<file path="src/rtl/imm_gen_pkg.sv">
// Shared types and opcode constants for the pipelined immediate generator.
// Optional CSR uimm decoding is enabled by defining IMM_GEN_ZIMM_EN.
package imm_gen_pkg;

    typedef enum logic [2:0] {
        FMT_R = 3'd0,
        FMT_I = 3'd1,
        FMT_S = 3'd2,
        FMT_B = 3'd3,
        FMT_U = 3'd4,
        FMT_J = 3'd5,
        FMT_Z = 3'd6
    } imm_fmt_t;

    typedef enum logic [1:0] {
        ST_EMPTY = 2'd0,
        ST_ONE   = 2'd1,
        ST_FULL  = 2'd2
    } skid_state_t;

    localparam logic [6:0] OPC_LUI    = 7'b0110111;
    localparam logic [6:0] OPC_AUIPC  = 7'b0010111;
    localparam logic [6:0] OPC_JAL    = 7'b1101111;
    localparam logic [6:0] OPC_JALR   = 7'b1100111;
    localparam logic [6:0] OPC_BRANCH = 7'b1100011;
    localparam logic [6:0] OPC_LOAD   = 7'b0000011;
    localparam logic [6:0] OPC_STORE  = 7'b0100011;
    localparam logic [6:0] OPC_OPIMM  = 7'b0010011;
    localparam logic [6:0] OPC_OP     = 7'b0110011;
    localparam logic [6:0] OPC_SYSTEM = 7'b1110011;

endpackage

</file>
<file path="src/rtl/imm_decode.sv">
// Combinational instruction -> {immediate, format} decode, sign-extended to XLEN.
// IMM_GEN_ZIMM_EN: SYSTEM with funct3[2]=1 yields zero-extended rs1 field as format Z.
module imm_decode
    import imm_gen_pkg::*;
#(
    parameter int XLEN = 32
) (
    input  logic [31:0]     ir_i,
    output logic [XLEN-1:0] imm_o,
    output imm_fmt_t        fmt_o
);

    logic [31:0] raw;

    always_comb begin
        raw   = '0;
        fmt_o = FMT_R;
        case (ir_i[6:0])
            OPC_LUI, OPC_AUIPC: begin
                fmt_o = FMT_U;
                raw   = {ir_i[31:12], 12'b0};
            end
            OPC_JAL: begin
                fmt_o = FMT_J;
                raw   = {{11{ir_i[31]}}, ir_i[31], ir_i[19:12], ir_i[20], ir_i[30:21], 1'b0};
            end
            OPC_JALR, OPC_LOAD, OPC_OPIMM: begin
                fmt_o = FMT_I;
                raw   = {{20{ir_i[31]}}, ir_i[31:20]};
            end
            OPC_SYSTEM: begin
`ifdef IMM_GEN_ZIMM_EN
                if (ir_i[14]) begin
                    // bit 31 clear, so the sign extension below becomes a zero extension
                    fmt_o = FMT_Z;
                    raw   = {27'b0, ir_i[19:15]};
                end else begin
                    fmt_o = FMT_I;
                    raw   = {{20{ir_i[31]}}, ir_i[31:20]};
                end
`else
                fmt_o = FMT_I;
                raw   = {{20{ir_i[31]}}, ir_i[31:20]};
`endif
            end
            OPC_STORE: begin
                fmt_o = FMT_S;
                raw   = {{20{ir_i[31]}}, ir_i[31:25], ir_i[11:7]};
            end
            OPC_BRANCH: begin
                fmt_o = FMT_B;
                raw   = {{19{ir_i[31]}}, ir_i[31], ir_i[7], ir_i[30:25], ir_i[11:8], 1'b0};
            end
            default: begin
                fmt_o = FMT_R;
                raw   = '0;
            end
        endcase
    end

    assign imm_o = XLEN'($signed(raw));

endmodule

</file>
<file path="src/rtl/imm_gen_pipe.sv">
// Registered immediate generator with a 2-entry skid buffer; latency 1, full throughput.
// IN_READY drops only when both entries are held. Optional: IMM_GEN_ZIMM_EN (CSR uimm, format Z).
module imm_gen_pipe
    import imm_gen_pkg::*;
#(
    parameter int XLEN    = 32,
    parameter bit PASS_IR = 1'b1
) (
    input  logic            CLK,
    input  logic            RST_N,
    input  logic            IN_VALID,
    output logic            IN_READY,
    input  logic [31:0]     IR_INPUT,
    output logic            OUT_VALID,
    input  logic            OUT_READY,
    output logic [XLEN-1:0] IMM_OUT,
    output imm_fmt_t        IMM_FMT,
    output logic [31:0]     IR_OUT
);

    logic [XLEN-1:0] dec_imm;
    imm_fmt_t        dec_fmt;
    logic [31:0]     ir_in;

    imm_decode #(.XLEN(XLEN)) u_decode (
        .ir_i  (IR_INPUT),
        .imm_o (dec_imm),
        .fmt_o (dec_fmt)
    );

    assign ir_in = PASS_IR ? IR_INPUT : 32'h0;

    skid_state_t     state_q;
    logic            in_ready_q;
    logic            out_valid_q;
    // Entry 0 is the output register (oldest); entry 1 only fills under backpressure.
    logic [XLEN-1:0] imm0_q, imm1_q;
    imm_fmt_t        fmt0_q, fmt1_q;
    logic [31:0]     ir0_q,  ir1_q;

    logic in_xfer, out_xfer;
    assign in_xfer  = IN_VALID  & in_ready_q;
    assign out_xfer = out_valid_q & OUT_READY;

    always_ff @(posedge CLK) begin
        if (!RST_N) begin
            state_q     <= ST_EMPTY;
            in_ready_q  <= 1'b1;
            out_valid_q <= 1'b0;
            imm0_q      <= '0;
            fmt0_q      <= FMT_R;
            ir0_q       <= '0;
            imm1_q      <= '0;
            fmt1_q      <= FMT_R;
            ir1_q       <= '0;
        end else begin
            case (state_q)
                ST_EMPTY: begin
                    if (in_xfer) begin
                        imm0_q      <= dec_imm;
                        fmt0_q      <= dec_fmt;
                        ir0_q       <= ir_in;
                        out_valid_q <= 1'b1;
                        state_q     <= ST_ONE;
                    end
                end
                ST_ONE: begin
                    if (in_xfer && out_xfer) begin
                        imm0_q <= dec_imm;
                        fmt0_q <= dec_fmt;
                        ir0_q  <= ir_in;
                    end else if (in_xfer) begin
                        imm1_q     <= dec_imm;
                        fmt1_q     <= dec_fmt;
                        ir1_q      <= ir_in;
                        in_ready_q <= 1'b0;
                        state_q    <= ST_FULL;
                    end else if (out_xfer) begin
                        out_valid_q <= 1'b0;
                        state_q     <= ST_EMPTY;
                    end
                end
                ST_FULL: begin
                    if (out_xfer) begin
                        imm0_q     <= imm1_q;
                        fmt0_q     <= fmt1_q;
                        ir0_q      <= ir1_q;
                        in_ready_q <= 1'b1;
                        state_q    <= ST_ONE;
                    end
                end
                default: begin
                    state_q     <= ST_EMPTY;
                    in_ready_q  <= 1'b1;
                    out_valid_q <= 1'b0;
                end
            endcase
        end
    end

    assign IN_READY  = in_ready_q;
    assign OUT_VALID = out_valid_q;
    assign IMM_OUT   = imm0_q;
    assign IMM_FMT   = fmt0_q;
    assign IR_OUT    = ir0_q;

endmodule

</file>
<file path="config.mk">
export PLATFORM = sky130hd
export DESIGN_NAME = imm_gen_pipe
export DESIGN_NICKNAME = d
export VERILOG_FILES = /design/src/rtl/imm_gen_pkg.sv /design/src/rtl/imm_decode.sv /design/src/rtl/imm_gen_pipe.sv
export SDC_FILE = /design/constraint.sdc
export NUM_CORES = 1
export LEC_CHECK = 0
export CORE_MARGIN = 4
export CORE_UTILIZATION = 45
export CTS_CLUSTER_DIAMETER = 200
export DETAILED_ROUTE_END_ITERATION = 7
export PLACE_DENSITY_LB_ADDON = 0.05
export SLEW_MARGIN = 20
export SYNTH_ARGS = -nofsm -noshare
export SYNTH_HDL_FRONTEND = slang
export SYNTH_SLANG_ARGS = --single-unit
</file>
<file path="constraint.sdc">
create_clock -name CLK -period 1.4 [get_ports CLK]
set_input_delay 0.21 -clock CLK [delete_from_list [all_inputs] [get_ports CLK]]
set_output_delay 0.21 -clock CLK [all_outputs]
set_load 0.05 [all_outputs]
</file>
After elaboration in Yosys (flattened, before gate mapping). Index checks and enable logic that the tools add are counted.

Equal/unequal tests: 19. Multiplexer cells: 29. Bitwise gates (word level): 5. Reductions and logical operators: 10.

Operators by type and width (count): 32-bit 2-to-1 mux (6); 32-bit case mux with 3 select lines (2); 32-bit case mux with 5 select lines (1); 7-bit == test, second input constant (4); 3-bit case mux with 5 select lines (1); 7-bit by 5-bit == test with 1-bit output, second input constant (2); 7-bit by 6-bit == test with 1-bit output, second input constant (2); 2-bit inequality test, second input constant (7); 4-bit AND reduction (3); 2-bit 2-to-1 mux (5); 3-bit 2-to-1 mux (3); 3-bit case mux with 3 select lines (1); 7-bit by 2-bit == test with 1-bit output, second input constant (1); 1-bit 2-to-1 mux (7); 1-bit case mux with 3 select lines (2); 2-bit case mux with 3 select lines (1); 5-bit AND reduction (1); 4-bit OR reduction (1); 3-bit inequality test, second input constant (1); 1-bit NOT (3); 3-bit AND reduction (1); 3-bit nonzero test (1); 1-bit AND (2); 2-bit by 1-bit == test with 1-bit output, second input constant (1); 4 further kinds (4).

Register bits after elaboration: 138. Word-level logic and storage cells: 72.

Longest topological paths before layout. Gate-level depths: netlist (run 1).

Word-level depth: 5. Mapped depth: 7. Gate-level depth less buffers: 4.

Cells and area by module. From an unflattened synthesis (run 1), not the netlist that was laid out.

Cells, all modules: 735. Area, all modules: 7035.5 µm².

By module, submodules not included: imm_gen_pipe (times used 1, cells an instance 639, area each 6381.1 µm², sequential area each 2762.6 µm²); imm_decode (times used 1, cells an instance 96, area each 654.4 µm², sequential area each 0.0 µm²).

Least setup slack after synthesis (run 1). No wires, ideal clock.

Kind: register to register. Start point: reg in_ready_q (netlist: IN_READY). End point: reg imm0_q[20] (netlist: IMM_OUT[20]). Setup time: 152 ps. Arrival time: 1671 ps. Slack: -423 ps. Stages on the path, launching flop included: 6. Clock period less this slack: 1823 ps. Cell sequence: dfxtp_1 > and3b_1 > nand2_1 > nor3_1 > buf_6 > a221oi_2.

Longest elaborated chain between the ends: 4. Elaborated cells on any way between the ends: 5.

Ends and longest elaborated chain: start, declared (line imm_gen_pipe.sv:34) `logic in_ready_q;`; start signal, assigned (line imm_gen_pipe.sv:48) `in_ready_q <= 1'b1;`; start signal, assigned (line imm_gen_pipe.sv:76) `in_ready_q <= 1'b0;`; start signal, assigned (line imm_gen_pipe.sv:88) `in_ready_q <= 1'b1;`; 1-bit AND * (line imm_gen_pipe.sv:42) `assign in_xfer = IN_VALID & in_ready_q;`; 1-bit logical AND (line imm_gen_pipe.sv:68) `if (in_xfer && out_xfer) begin`; 2-bit inequality test (no source line); 4-bit AND reduction (no source line) *; end signal, assigned (line imm_gen_pipe.sv:60) `imm0_q <= dec_imm;`; end signal, assigned (line imm_gen_pipe.sv:69) `imm0_q <= dec_imm;`; end signal, assigned (line imm_gen_pipe.sv:85) `imm0_q <= imm1_q;`; end, declared (line imm_gen_pipe.sv:37) `logic [XLEN-1:0] imm0_q, imm1_q;`.

Mark *: on every way between the ends. The rest lies on a longest branch, timed or not. A chain may end at the register's enable or synchronous reset.

Final worst setup path (run 1).
Start point: reg state_q[0]. End point: reg ir0_q[26] (netlist: IR_OUT[26]).

Longest elaborated chain between the ends: 3. Elaborated cells on any way between the ends: 9.

Ends and longest elaborated chain: start, declared (line imm_gen_pipe.sv:33) `skid_state_t state_q;`; start signal, assigned (line imm_gen_pipe.sv:47) `state_q <= ST_EMPTY;`; start signal, assigned (line imm_gen_pipe.sv:64) `state_q <= ST_ONE;`; start signal, assigned (line imm_gen_pipe.sv:77) `state_q <= ST_FULL;`; 2-bit by 1-bit == test with 1-bit output (tied with other cells) (line imm_gen_pipe.sv:57) `case (state_q)`; 2-bit inequality test (no source line) or 3-bit nonzero test (tied branches); 4-bit AND reduction (no source line); end signal, assigned (line imm_gen_pipe.sv:62) `ir0_q <= ir_in;`; end signal, assigned (line imm_gen_pipe.sv:71) `ir0_q <= ir_in;`; end signal, assigned (line imm_gen_pipe.sv:87) `ir0_q <= ir1_q;`; end, declared (line imm_gen_pipe.sv:39) `logic [31:0] ir0_q, ir1_q;`.

Several ways; a longest one is shown, not always the timed one.

==> results of run 1 <==
==> worst max-delay path, cell delays in order (launching register included) <==
cell,delay (ps)
dfxtp_2,320
buf_6,120
nand4b_1,250
a21oi_4,180
buf_4,180
buf_4,150
clkbuf_16,160
nor2_1,40
a311oi_1,240
==> cells in the mapped netlist (all sizes together), types with 2 or more instances <==
cell type  instances  area share
o221ai             4      0.0059
buf               30       0.031
nand2b             3      0.0032
o21ai             53       0.045
a311oi            32       0.047
a221oi            11       0.027
a32o              10       0.017
mux2               2      0.0038
nand4b             2      0.0030
clkbuf            36       0.023
nand3b             4      0.0072
and4b              2      0.0034
dfxtp            138        0.47
nor3               8      0.0076
a31oi             14       0.015
nand2            172        0.11
and3               5      0.0053
nor2b              3      0.0032
a22oi              9       0.011
o211ai            16       0.020
and3b              2      0.0036
a21oi             74       0.062
nor2              40       0.027
and2               2      0.0021
nand3             24       0.020
inv                2      0.0013
a21boi             3      0.0038
==> registers in the layout, indices dropped and copies added, names as in the netlist <==
| register | flops |
|---|---|
| IMM_OUT | 32 |
| IR_OUT | 32 |
| imm1_q | 32 |
| ir1_q | 32 |
| IMM_FMT | 3 |
| fmt1_q | 3 |
| state_q | 2 |
| IN_READY | 1 |
| OUT_VALID | 1 |
==> through the flow <==
step           utilization  cells  setup TNS, ps  setup WS (ps)  power (W)
2_1_floorplan            -    715           -682          -38.9    0.00674
3_3_place_gp         0.656   1006         -70870           -992    0.00867
3_5_place_dp         0.656   1006         -76100          -1020    0.00872
4_1_cts              0.752   1067         -14020           -218     0.0133
5_1_grt              0.824   1083         -34180           -459     0.0145
6_report             0.824   1083         -26500           -340     0.0140
==> worst paths after layout <==
path	start	to	slack, ps	cells past startpoint
setup reg to reg	state_q[0]$_SDFFE_PN0P_	IR_OUT[26]$_SDFFE_PN0P_	-340	8
hold / removal	RST_N	imm1_q[11]$_SDFFE_PN0P_	160	3
hold reg to reg	ir1_q[1]$_SDFFE_PN0P_	ir1_q[1]$_SDFFE_PN0P_	460	2
setup / recovery	state_q[0]$_SDFFE_PN0P_	IR_OUT[26]$_SDFFE_PN0P_	-340	8
==> cell families (layout without fill, tap and decap cells) <==
family	Yosys count	after routing
xor gates and xnor gates	1	1
muxes	3	3
DFF	138	138
buffers and inverters	68	264
AOI/OAI and AO/OA	233	233
and+or+nand+nor	272	272
==> final cells by class <==
cell class,instances,area (µm²),area share
clock buffer,21,470,0.0447
clock inverter,11,70.1,0.00666
inverter,2,7.51,0.000713
multi-input combinational,509,3730,0.354
sequential,138,2770,0.263
tap,172,215,0.0204
timing repair buffer,230,3260,0.310
==> what timing repair did <==
action / 4_1_cts / 5_1_grt
setup endpoints to repair: 134 / 135
cloned: 8 / 8
resized for setup: 103 / 197
buffers inserted: 21 / 14
pin swaps: 22 / 63
==> power by group through the flow <==
stage	clock network, W	logic [W]	registers, W
floorplan	0	0.00121	0.00553
global placement	0	0.00390	0.00477
detailed placement	0	0.00395	0.00477
CTS	0.00415	0.00447	0.00471
global route	0.00434	0.00533	0.00479
finish	0.00416	0.00513	0.00474
==> layer usage <==
metal	share of wire	vias to the layer above
li1	-	2942
met1	0.38	3146
met2	0.50	346
met3	0.073	76
met4	0.041	0
met5	0	-
==> impl_metrics.tcl, run 1 <==
set metrics [dict create \
    period_share 1.24 \
    period_needed_ps 1740 \
    antennaDiodeCount 0 \
    failed_checks "setup timing" \
    place_hpwl_um 12700 \
    crit_type "reg2reg" \
    top_usage_layer "met2" \
    swShare 0.343 \
    grt_pass1_wl_um 32100 \
    rsz0062_at_grt "true" \
    required_ps 1730 \
    p_int_w 0.00923 \
    cts_buffer_depth 2 \
    synth_area_per_cell_um2 8.30 \
    crit_path_end_kind "register" \
    p_per_area_nw_per_um2 1330 \
    drtAntennaViolNets 0 \
    die_width_um 123 \
    synth_top_family_by_area "compound AO/OA/AOI/OAI gates" \
    ir_drop_mv 0.961 \
    clock-sinks 138 \
    drt_drc_violations_left 0 \
    netSwitchingPower_w 0.00481 \
    synth_simple_gate_area_frac 0.207 \
    dpl_cell_area_um2 8370 \
    track_usage 0.272 \
    grt_use_met3 0.0484 \
    ys_seq_elements 138 \
    holdBufCountCts 0 \
    core_area_um2 12800 \
    max_freq_mhz 575 \
    hold_viol 0 \
    place_congestion 0.852 \
    synth_compound_area_frac 0.266 \
    layout_commonest_cell "nand2_1" \
    use_met1 0.337 \
    p_comb_frac 0.365 \
    slew-limit-headroom 0.675 \
    finalMaxSlewViolations 0 \
    io_buffers 104 \
    io_pins 105 \
    setup_slack_ps -340 \
    clk_pin_slew_worst_paths_ps 60 \
    synthToLayoutAreaGrowth_pct 77.4 \
    fin_nets 934 \
    cts_tree "built" \
    die-area_um2 15100 \
    grt-ovfl-total 0 \
    synth_xor_xnor_area_share 0.00148 \
    yosys_warnings 0 \
    yosysSeqAreaShare 0.466 \
    drt-total-wl_um 22600 \
    setup.worst_path.start_class "register" \
    final_cell_mix "nand2_1 (138), dfxtp_1 (134), buf_12 (94)" \
    fillers 713 \
    ys.flop_type "dfxtp_1" \
    synth.area.mux_share 0.00548 \
    worst_clock_skew_ps 11.0 \
    drtIter0Drc 573 \
    whs_ps 161 \
    syn_inst 715 \
    leakage_nw 4.06 \
    p_clk_frac 0.297 \
    grtUsageMet2 0.457 \
    wl_per_cell_um 20.9 \
    insertion_delay_ps 430 \
    synthAdderAreaFrac 0 \
    ys_types 52 \
    syn_nets 751 \
    worst_pin_slew_ps 482 \
    fin_area_um2 10500 \
    start_util 0.465 \
    num_rows 41 \
    via_per_inst 6.01 \
    maxCapViolCount 0 \
    die_h_um 123 \
    numCtsBuffers 17 \
    drtPass1Iterations 5 \
    drive_gt1_frac 0.446 \
    grt_pass1_vias 6252 \
    synthesis.area_um2 5930 \
    antenna_found_initial 0 \
    outcome "finished, violations left" \
    finalSetupViolCount 133 \
    grt_max_degree 42 \
    cp.arrival_ps 2070 \
    hp-class "in2reg" \
    crit_fanout 12 \
    synth_edf_count 0 \
    vias 6510 \
    async_flop_share 0 \
    h-tree-depth 4 \
    cts-root-buf "clkbuf_16" \
    seq_power_share 0.338 \
]
(Power assumes the default switching activity.)
==> inputs of run 2 (changes only) <==
--- a/config.mk
+++ b/config.mk
@@ -5,11 +5,14 @@
 export SDC_FILE = /design/constraint.sdc
 export NUM_CORES = 1
 export LEC_CHECK = 0
+export CELL_PAD_IN_SITES_DETAIL_PLACEMENT = 2
+export CELL_PAD_IN_SITES_GLOBAL_PLACEMENT = 2
 export CORE_MARGIN = 4
-export CORE_UTILIZATION = 45
+export CORE_UTILIZATION = 28
 export CTS_CLUSTER_DIAMETER = 200
 export DETAILED_ROUTE_END_ITERATION = 7
 export PLACE_DENSITY_LB_ADDON = 0.05
+export RECOVER_POWER = 50
 export SLEW_MARGIN = 20
 export SYNTH_ARGS = -nofsm -noshare
 export SYNTH_HDL_FRONTEND = slang
==> impl_metrics.tcl, run 2 (synthesis gave the netlist of run 1 again) <==
set metrics [dict create \
    numCtsBuffers 17 \
    io_pins 105 \
    num_rows 52 \
    failed_checks "setup timing" \
    max_freq_mhz 521 \
    fin_nets 954 \
    place_congestion 0.820 \
    drt_drc_violations_left 0 \
    period_share 1.37 \
    die-area_um2 23600 \
    setup_slack_ps -519 \
    multiInputGateArea_um2 3700 \
    crit_type "reg2reg" \
    slew-limit-headroom 0.659 \
    stdcell_count 1200 \
    holdBufCountCts 0 \
    hp-class "in2reg" \
    grt_pass1_vias 7240 \
    via_per_inst 5.67 \
    dpl_cell_area_um2 8610 \
    cts-root-buf "clkbuf_16" \
    antennaDiodeCount 0 \
    cp.arrival_ps 2260 \
    p_int_w 0.00913 \
    seq_power_share 0.325 \
    p_comb_frac 0.358 \
    setup.worst_path.start_class "register" \
    grt_pass1_wl_um 43200 \
    drtPass1Iterations 6 \
    total_power_w 0.0145 \
    clock-sinks 138 \
    finalMaxSlewViolations 0 \
    antenna_found_initial 1 \
    maxCapViolCount 0 \
    crit_path_end_kind "register" \
    vias 6806 \
    wl_per_cell_um 28.3 \
    insertion_delay_ps 450 \
    track_usage 0.232 \
    rsz0062_at_grt "true" \
    required_ps 1740 \
    setup_tns_ps -47120 \
    p_per_area_nw_per_um2 1390 \
    h-tree-depth 4 \
    crit_fanout 5 \
    grt_max_degree 60 \
    drive_gt1_frac 0.449 \
    p_clk_frac 0.318 \
    fin_area_um2 10500 \
    dp_cells 1111 \
    synthToLayoutAreaGrowth_pct 76.6 \
    outcome "finished, violations left" \
    hold_viol 0 \
    period_needed_ps 1920 \
    worst_clock_skew_ps 9.84 \
    swShare 0.373 \
    drtIter0Drc 450 \
    grt-ovfl-total 0 \
    start_util 0.289 \
    worst_pin_slew_ps 509 \
    drt-total-wl_um 33900 \
    leakage_nw 4.04 \
    netSwitchingPower_w 0.00542 \
    place_hpwl_um 17000 \
    cts_buffer_depth 2 \
    die_h_um 154 \
    die_width_um 154 \
    final_cell_mix "nand2_1 (143), dfxtp_1 (134), buf_4 (68)" \
    post-route-util 0.510 \
    finalSetupViolCount 134 \
    layout_commonest_cell "nand2_1" \
    fillers 2115 \
    core_area_um2 20600 \
    ir_drop_mv 1.10 \
    io_buffers 104 \
    drtAntennaViolNets 0 \
    cts_tree "built" \
    clk_pin_slew_worst_paths_ps 70 \
    regArea_um2 2770 \
]
## run 2: cell types whose count changed in the layout (fill, tap and decap cells not counted), moves of 5 or more
cell / before / now
buf_4: 63 / 68
a311oi_2: 13 / 7
clkbuf_2: 0 / 37
a311oi_1: 19 / 25
buf_16: 2 / 8
o21ai_1: 18 / 12
a31oi_4: 5 / 0
o21ai_2: 22 / 15
o21ai_4: 2 / 11
nand2_4: 29 / 21
nand2_1: 138 / 143
clkinv_2: 6 / 1
buf_12: 94 / 64
a31oi_1: 8 / 14
## run 2: repair_timing
item                                   CTS  global route
buffers inserted                        19            25
setup endpoints to repair              134           136
pin swaps                               29            46
endpoints found under the hold margin    0             0
cloned                                  11             8
gates resized for setup                138           166
## run 2: area by class of cell
cell class                      count  area share
Multi-Input combinational cell    509       0.353
Sequential cell                   138       0.265
Inverter                            2    0.000717
Clock buffer                       19      0.0433
Tap cell                          270      0.0322
Clock inverter                     12      0.0109
Timing Repair Buffer              250       0.295
## run 2: final timing paths
kind	slack, ps	endpoint	start	cells after the start
worst max register to register	-520	IMM_OUT[22]$_SDFFE_PN0P_	state_q[0]$_SDFFE_PN0P_	8
worst max-delay path	-520	IMM_OUT[22]$_SDFFE_PN0P_	state_q[0]$_SDFFE_PN0P_	8
worst min register to register	470	ir1_q[1]$_SDFFE_PN0P_	ir1_q[1]$_SDFFE_PN0P_	2
worst min-delay path	120	ir1_q[6]$_SDFFE_PN0P_	IR_INPUT[6]	3
## run 2: per-stage QoR
step                      setup WS [ps]  hold WS (ps)
final                              -519           118
after global placement            -1120           441
after detailed placement           -841           454
after CTS                          -288           207
after floorplan                   -38.9           336
after global routing               -556           133
## run 2: power groups by stage
| stage | registers [W] | clock network (W) | logic (W) |
|---|---|---|---|
| 3_5_place_dp | 0.00480 | 0 | 0.00411 |
| 3_3_place_gp | 0.00478 | 0 | 0.00400 |
| 2_1_floorplan | 0.00553 | 0 | 0.00121 |
| 6_report | 0.00472 | 0.00462 | 0.00520 |
| 5_1_grt | 0.00476 | 0.00485 | 0.00541 |
| 4_1_cts | 0.00475 | 0.00457 | 0.00479 |
## run 2: routing by layer
| metal | GRT usage | share of wire |
|---|---|---|
| met5 | 0 | 0.00038 |
| met4 | 0.0723 | 0.030 |
| met3 | 0.0464 | 0.040 |
| met2 | 0.425 | 0.53 |
| met1 | 0.271 | 0.40 |
## run 2: worst max-delay path: stages (launching register included)
cell and delay [ps]:
dfxtp_2 330, buf_6 120, nand4b_1 290, a21oi_4 250, buf_12 150, buf_6 150
buf_16 130, o21ai_2 70, a221oi_2 330
